`src/rtl/fifo_rd_pkg.sv`:
```
// fifo_rd_pkg: shared types, defaults and configuration limits for the FIFO read-side drain stage.
package fifo_rd_pkg;
  localparam int SKID_MIN = 2;
  localparam int DEF_SKID_DEPTH = 2;
  localparam int DEF_BURST_LEN = 4;
  typedef logic [$clog2(DEF_SKID_DEPTH+1)-1:0] occ_t;
  typedef logic [(DEF_BURST_LEN > 1 ? $clog2(DEF_BURST_LEN) : 1)-1:0] bidx_t;
  function automatic bit cfg_ok(input int skid_depth, input int burst_len);
    return skid_depth >= SKID_MIN && burst_len >= 1;
  endfunction
endpackage

```
`src/rtl/fifo_skid_buf.sv`:
```
// fifo_skid_buf: circular skid buffer absorbing the FIFO read latency; head entry is always presented.
module fifo_skid_buf #(
  parameter int DATA_W = 8,
  parameter int SKID_DEPTH = 2,
  localparam int OCC_W = $clog2(SKID_DEPTH+1),
  localparam int PTR_W = SKID_DEPTH > 1 ? $clog2(SKID_DEPTH) : 1
) (
  input  logic              clk_i,
  input  logic              rst_n_i,
  input  logic              push_i,
  input  logic [DATA_W-1:0] data_i,
  input  logic              pop_i,
  output logic [DATA_W-1:0] head_o,
  output logic [OCC_W-1:0]  occ_o
);
  logic [DATA_W-1:0] mem_q [SKID_DEPTH];
  logic [PTR_W-1:0] head_q, head_d, tail_q, tail_d;
  logic [OCC_W-1:0] occ_q, occ_d;

  function automatic logic [PTR_W-1:0] nxt(input logic [PTR_W-1:0] p);
    return (p == PTR_W'(SKID_DEPTH-1)) ? '0 : p + PTR_W'(1);
  endfunction

  always_comb begin
    head_d = pop_i ? nxt(head_q) : head_q;
    tail_d = push_i ? nxt(tail_q) : tail_q;
    occ_d = occ_q + OCC_W'(push_i) - OCC_W'(pop_i);
  end

  always_ff @(posedge clk_i or negedge rst_n_i) begin
    if (!rst_n_i) begin
      head_q <= '0;
      tail_q <= '0;
      occ_q <= '0;
      for (int i = 0; i < SKID_DEPTH; i++) mem_q[i] <= '0;
    end else begin
      head_q <= head_d;
      tail_q <= tail_d;
      occ_q <= occ_d;
      if (push_i) mem_q[tail_q] <= data_i;
    end
  end

  assign head_o = mem_q[head_q];
  assign occ_o = occ_q;
endmodule

```
`src/rtl/fifo_rd_stream.sv`:
```
// fifo_rd_stream: drains the async FIFO read port into a framed valid/ready stream,
// issuing reads only when the skid buffer is guaranteed room for the returning word.
module fifo_rd_stream
  import fifo_rd_pkg::*;
#(
  parameter int DATA_W = 8,
  parameter int SKID_DEPTH = DEF_SKID_DEPTH,
  parameter int BURST_LEN = DEF_BURST_LEN,
  parameter int CNT_W = 16
) (
  input  logic              clk_i,
  input  logic              rst_n_i,
  input  logic [DATA_W-1:0] fifo_rdata_i,
  input  logic              fifo_empty_i,
  input  logic              fifo_rd_error_i,
  output logic              fifo_rd_en_o,
  output logic [DATA_W-1:0] m_data_o,
  output logic              m_valid_o,
  input  logic              m_ready_i,
  output logic              m_last_o,
  output logic [CNT_W-1:0]  word_cnt_o,
  output logic              err_o
);
  localparam int OCC_W = $clog2(SKID_DEPTH+1);
  localparam int SUM_W = OCC_W + 1;
  localparam int BIDX_W = BURST_LEN > 1 ? $clog2(BURST_LEN) : 1;

  if (!cfg_ok(SKID_DEPTH, BURST_LEN)) begin : g_cfg_err
    $error("fifo_rd_stream: SKID_DEPTH must be >= %0d and BURST_LEN >= 1", SKID_MIN);
  end

  logic [OCC_W-1:0] occ;
  logic inflight_q, pop, err_q, err_d;
  logic [BIDX_W-1:0] bidx_q, bidx_d;
  logic [CNT_W-1:0] cnt_q, cnt_d;

  fifo_skid_buf #(.DATA_W(DATA_W), .SKID_DEPTH(SKID_DEPTH)) u_skid (
    .clk_i  (clk_i),
    .rst_n_i(rst_n_i),
    .push_i (inflight_q),
    .data_i (fifo_rdata_i),
    .pop_i  (pop),
    .head_o (m_data_o),
    .occ_o  (occ)
  );

  // Room check counts the word already in flight, so a capture can never overflow the skid.
  always_comb begin
    m_valid_o = occ != '0;
    pop = m_valid_o && m_ready_i;
    fifo_rd_en_o = rst_n_i && !fifo_empty_i &&
                   (SUM_W'(occ) + SUM_W'(inflight_q) - SUM_W'(pop) < SUM_W'(SKID_DEPTH));
    bidx_d = !pop ? bidx_q : (bidx_q == BIDX_W'(BURST_LEN-1)) ? '0 : bidx_q + BIDX_W'(1);
    cnt_d = cnt_q + CNT_W'(pop);
    err_d = err_q || fifo_rd_error_i;
    m_last_o = m_valid_o && (bidx_q == BIDX_W'(BURST_LEN-1));
  end

  always_ff @(posedge clk_i or negedge rst_n_i) begin
    if (!rst_n_i) begin
      inflight_q <= 1'b0;
      bidx_q <= '0;
      cnt_q <= '0;
      err_q <= 1'b0;
    end else begin
      inflight_q <= fifo_rd_en_o;
      bidx_q <= bidx_d;
      cnt_q <= cnt_d;
      err_q <= err_d;
    end
  end

  assign word_cnt_o = cnt_q;
  assign err_o = err_q;
endmodule
```
`config.mk`:
```
export PLATFORM = sky130hd
export DESIGN_NAME = fifo_rd_stream
export DESIGN_NICKNAME = d
export VERILOG_FILES = /design/src/rtl/fifo_rd_pkg.sv /design/src/rtl/fifo_skid_buf.sv /design/src/rtl/fifo_rd_stream.sv
export SDC_FILE = /design/constraint.sdc
export NUM_CORES = 1
export LEC_CHECK = 0
export CAP_MARGIN = 20
export CORE_MARGIN = 1.5
export CORE_UTILIZATION = 40
export DETAILED_ROUTE_END_ITERATION = 8
export GPL_TIMING_DRIVEN = 1
export PLACE_DENSITY_LB_ADDON = 0.08
export SYNTH_ARGS = -nofsm -noshare
export SYNTH_HDL_FRONTEND = slang
export SYNTH_SLANG_ARGS = --single-unit
```
`constraint.sdc`:
```
create_clock -name clk_i -period 2.2 [get_ports clk_i]
set_input_delay 0.44 -clock clk_i [delete_from_list [all_inputs] [get_ports clk_i]]
set_output_delay 0.44 -clock clk_i [all_outputs]
set_load 0.005 [all_outputs]
```
==> impl_metrics.yaml, run 1 <==
routing:
  vias: 1150
  post_drt_via_cell_ratio: 4.91
  drt-initial-drc-count: 49
  totalWireLength_mm: 3.37
  ant_nets: 0
  drtPass1Iterations: 4
  wl_per_cell_microns: 14.4
  remaining_drc_errors: 0
global_route:
  grt_pass1_wl_mm: 5.54
  gr-total-overflow: 0
  antenna_found_initial: 0
  grt_start_max_net_pins: 41
  grt_usage: 0.163
  grt_pass1_vias: 1196
cells_and_area:
  nNetsFinal: 200
  drive_gt1_frac: 0.321
  finalNonFillerCells: 234
  syn_to_final_growth_pct: 39.1
  n_antenna_cell: 0
  final_area_sq_um: 2400
synthesis:
  synth_nets: 143
  yosysMostFrequentCell: "dfrtp_1"
  syn_avg_cell_area_sq_um: 13.7
  synth_cell_types: 25
  synth.top_cell.area_share: 0.580
  syn_inst: 126
  yosys-top-cells-area: "dfrtp_1 (58%), mux2_2 (16%), xnor2_1 (6.6%), xor2_1 (2.5%), ha_1 (2.2%)"
  synth_edf_count: 0
  yosys.area.top_type: "dfrtp_1"
  postSynthRegisterBits: 40
  syn_area_sq_um: 1730
  yosysSeqAreaShare: 0.580
  synthArstFlopShare: 1.00
  yosysWarnings: 0
  synth_common_cells: "dfrtp_1 (40), mux2_2 (25), xnor2_1 (13)"
  synthFlopType: "dfrtp_1"
floorplanning:
  die_width_microns: 68.7
  die_area_sq_um: 4720
  die_height_microns: 68.7
  start_util: 0.423
  core-area_sq_um: 4090
  num_rows: 23
  io_pins: 41
placement:
  placedCellCount: 225
  dpl.hpwl_mm: 2.43
  dpl_cell_area_sq_um: 2260
  place_congestion: 0.686
  port_buffers: 40
sta:
  tightest_slew_ns: 0.510
  min_period_ns: 2.46
  finalWorstSetupSlack_ns: -0.257
  fmax_mhz: 407
  relSlewSlack: 0.660
  setup-violations-final: 1
  fin_crit_sh: 1.12
  drv_slew: 0
  skew_ns: 0.00490
  fin_hold_ws_ns: 0.275
  finalHoldViolCount: 0
  grt_setup_unrepaired: "true"
pwr:
  p_total_w: 0.00298
  p_leak_nw: 1.05
  max-vdd-ir-drop_uv: 680
  powerDensity_nw_per_um2: 1240
job:
  cap_viol_max_count: 0
setup_path:
  r2r_start: "u_skid.occ_o[0]"
  critPathArrivalTime_ns: 2.02
  required_ns: 1.76
  critPathMaxFanout: 2
  rr_worst_depth: 7
  path_class: "register to output port"
  crit_start: "u_skid.occ_o[0]"
  startpoint_type: "register"
  crit_path_end_kind: "output port"
cts:
  htreeDepth: 2
  cts_root_buf: "clkbuf_8"
  clock_sinks: 40
  hold_buffers: 0
  path_clk_slew_ns: 0.08
  numCtsBuffers: 5
  clock_latency_ns: 0.29
  clock_path_buffers: 2
  cts_tree: "yes"
run_status:
  violations: "negative setup slack"
  status: "finished with violations"
min_path:
  min_path_type: "primary input to async pin"
==> power by group <==
group | internal [W] | total [W] | switching, W | leakage, nW
logic | 0.000775 | 0.00119 | 0.000411 | 0.503
registers | 0.00100 | 0.00121 | 0.000203 | 0.497
clock network | 0.000336 | 0.000592 | 0.000257 | 0.0541
total | 0.00211 | 0.00298 | 0.000871 | 1.05
==> layout make-up <==
type	count	area, sq um
fillers	346	1690
repair buffers	52	479
clock buffers	5	68.8
well taps	50	62.6
clock inverters	3	42.5
multi-input cells	79	727
inverters	5	18.8
flip-flops and latches	40	1000
==> routing by layer <==
layer | global-route usage | part of all wire | routed length, microns | vias up
met4 | 0.0809 | 0.016 | 54 | 0
li1 | - | - | - | 548
met1 | 0.201 | 0.45 | 1510 | 566
met2 | 0.268 | 0.49 | 1660 | 30
met5 | 0 | 0 | 0 | -
met3 | 0.0390 | 0.043 | 144 | 6
==> cells in the final DEF, fill, tap and decap left out, drive strengths merged <==
master | netlist | routed
dfrtp | 40 | 40
clkdlybuf4s50 | 0 | 37
mux2 | 25 | 25
buf | 1 | 14
xnor2 | 13 | 13
nand2 | 6 | 6
nand3 | 6 | 6
xor2 | 5 | 5
clkbuf | 1 | 5
inv | 5 | 5
nand4 | 3 | 3
and3 | 3 | 3
nor3 | 3 | 3
ha | 3 | 3
o21ai | 2 | 2
nor4b | 2 | 2
nor2b | 2 | 2
nor2 | 2 | 2
and4 | 1 | 1
or2 | 1 | 1
a21o | 1 | 1
fa | 1 | 1
clkinv | 0 | 1
bufinv | 0 | 1
clkinvlp | 0 | 1
dlygate4sd2 | 0 | 1
==> per-stage QoR <==
step	worst slack, ns	setup TNS [ns]	util
floorplan	0.0760	0	-
global placement	-0.913	-0.944	0.553
global route	-0.357	-0.357	0.588
detailed placement	-0.979	-1.09	0.553
finish	-0.257	-0.257	0.588
CTS	-0.285	-0.285	0.583
==> worst paths after layout <==
| path | to | slack, ns |
|---|---|---|
| max | fifo_rd_en_o | -0.26 |
| min | u_skid.mem_q[10] | 0.27 |
| min in group clk_i | err_o | 0.48 |
| max in group asynchronous | u_skid.head_q | 1.55 |
| min reg2reg | err_o | 0.48 |
| max reg2reg | inflight_q | 0.43 |
==> what timing repair did <==
item	in CTS	in global routing
pin swaps	3	3
setup endpoints to repair	5	1
gates cloned	0	0
endpoints found under the hold margin	0	0
resized for setup	12	2
setup buffers	0	1
==> critical path: stages (launching register included) <==
cell	delay, ns
dfrtp_1	0.39
inv_2	0.08
nand3_2	0.09
o21ai_2	0.08
ha_2	0.20
fa_2	0.46
nor4b_4	0.28
buf_2	0.15
==> sequential cells by signal, summed over array words and instances (netlist names) <==
| signal | flops |
|---|---|
| err_o | 1 |
| word_cnt_o | 16 |
| u_skid.head_q | 1 |
| bidx_q | 2 |
| u_skid.mem_q | 16 |
| u_skid.occ_o | 2 |
| inflight_q | 1 |
| u_skid.tail_q | 1 |
==> logic make-up after synthesis <==
kind of cell,synth area share
buffers and inverters,0.0159
AOI/OAI and AO/OA,0.0123
adders and majority gates,0.0333
muxes,0.163
xor gates and xnor gates,0.0913
DFF,0.580
and+or+nand+nor,0.104
Power figures use the tool's default switching activity.
==> run 2, diff against run 1 <==
Settings changed: REMOVE_ABC_BUFFERS from default to 1, SLEW_MARGIN from default to 10.
==> run 2 against run 1 <==
Compared with the run above: the flow still finishes with violations (negative setup slack); worst setup slack improved by 0.019 ns; combinational power rose by 5%; final area barely moved; sequential cell count did not move; total power decreased by 2.2%; clock skew is 0.00061 ns higher; die area stayed put; highest routed layer unchanged.
==> impl_metrics.yaml, run 2 (synthesis gave the netlist of run 1 again) <==
floorplanning:
  die_height_microns: 68.7
  num_rows: 23
  start_util: 0.423
  die_area_sq_um: 4720
  core-area_sq_um: 4090
  io_pins: 41
  die_width_microns: 68.7
setup_path:
  critPathMaxFanout: 2
  r2r_slack_ns: 0.36
  required_ns: 1.76
  rr_worst_depth: 8
  critPathArrivalTime_ns: 2.00
  r2r_start: "u_skid.occ_o[0]"
  path_class: "register to output port"
  startpoint_type: "register"
  crit_path_end_kind: "output port"
  r2r_end: "inflight_q"
placement:
  placedCellCount: 225
  dpl.hpwl_mm: 2.45
  dpl_cell_area_sq_um: 2260
  port_buffers: 40
  place_congestion: 0.710
global_route:
  gr-total-overflow: 0
  grt_pass1_vias: 1201
  grt_start_max_net_pins: 41
  grt_pass1_wl_mm: 5.54
  grt_usage: 0.165
  antenna_found_initial: 0
pwr:
  powerDensity_nw_per_um2: 1220
  p_leak_nw: 1.06
  p_total_w: 0.00292
  max-vdd-ir-drop_uv: 723
cells_and_area:
  nNetsFinal: 203
  syn_to_final_growth_pct: 39.0
  layout_commonest_cell: "dfrtp_1"
  drive_gt1_frac: 0.323
  final_area_sq_um: 2400
  finalNonFillerCells: 236
  fill_cells: 343
  layout.cells.most_common_list: "dfrtp_1 (39), clkdlybuf4s50_1 (37), mux2_2 (25)"
  n_antenna_cell: 0
cts:
  path_clk_slew_ns: 0.07
  clock_latency_ns: 0.29
  cts_root_buf: "clkbuf_8"
  htreeDepth: 2
  hold_buffers: 0
  numCtsBuffers: 5
  clock_sinks: 40
  cts_tree: "yes"
  clock_path_buffers: 2
sta:
  min_period_ns: 2.44
  relSlewSlack: 0.665
  drv_slew: 0
  tightest_slew_ns: 0.502
  skew_ns: 0.00551
  fin_crit_sh: 1.11
  fmax_mhz: 410
  setup-violations-final: 1
  fin_tns_setup_ns: -0.238
  grt_setup_unrepaired: "true"
  finalWorstSetupSlack_ns: -0.238
  finalHoldViolCount: 0
run_status:
  violations: "negative setup slack"
  status: "finished with violations"
min_path:
  min_path_type: "primary input to async pin"
job:
  cap_viol_max_count: 0
routing:
  totalWireLength_mm: 3.46
  post_drt_via_cell_ratio: 4.92
  drt-initial-drc-count: 51
  vias: 1161
  wl_per_cell_microns: 14.7
  drtPass1Iterations: 4
  ant_nets: 0
  remaining_drc_errors: 0
## run 2: cell count changes in the layout (fill, tap and decap cells not counted), sizes merged
cell,before,now
buf,14,17
clkdlybuf4s15,0,1
clkinvlp,1,0
dlygate4sd2,1,0
clkbuf,5,6
bufinv,1,0
## run 2: critical path, stage by stage, from the launching register on
cell and delay [ns]:
dfrtp_1 0.39, inv_2 0.06, nand3_2 0.06, o21ai_1 0.09, ha_2 0.20, fa_2 0.46, nor4b_4 0.29, buf_2 0.16
## run 2: worst max-delay path by stage
stage | start | end | slack [ns] | cells after the start
after floorplan | u_skid.occ_o[1] | fifo_rd_en_o | 0.08 | 6
after global placement | m_ready_i | fifo_rd_en_o | -0.90 | 7
after detailed placement | m_ready_i | fifo_rd_en_o | -0.97 | 8
after CTS | u_skid.occ_o[0] | fifo_rd_en_o | -0.26 | 7
after global routing | u_skid.occ_o[0] | fifo_rd_en_o | -0.34 | 7
final | u_skid.occ_o[0] | fifo_rd_en_o | -0.24 | 7
## run 2: layout make-up
class	instances	area, sq um	area share
Clock inverter	1	5.00	0.00209
Tap cell	50	62.6	0.0261
Multi-Input combinational cell	79	736	0.307
Clock buffer	6	72.6	0.0302
Timing Repair Buffer	55	503	0.210
Sequential cell	40	1000	0.418
Inverter	5	18.8	0.00782
## run 2: metrics by stage
stage	setup WS [ns]	utilization	hold WS, ns
after CTS	-0.256	0.578	0.269
after floorplan	0.0760	-	0.144
after detailed placement	-0.966	0.553	0.452
after global placement	-0.902	0.553	0.451
after global routing	-0.341	0.587	0.291
final	-0.238	0.587	0.241
## run 2: timing repair
item,in CTS,in global routing
resized for setup,12,4
buffers inserted,2,2
pin swaps,4,3
endpoints found under the setup margin,5,1
endpoints found under the hold margin,0,0
## run 2: power by group
group          internal [W]  switching [W]
clock              0.000215       0.000235
combinational      0.000812       0.000439
sequential          0.00100       0.000211
total               0.00203       0.000885
## run 2: layer usage
metal	wire length, microns	share of wire	vias up	track usage
li1	-	-	556	-
met1	1550	0.45	571	0.210
met2	1730	0.50	30	0.264
met3	154	0.044	4	0.0552
met4	27	0.0078	0	0.0515
met5	0	0	-	0
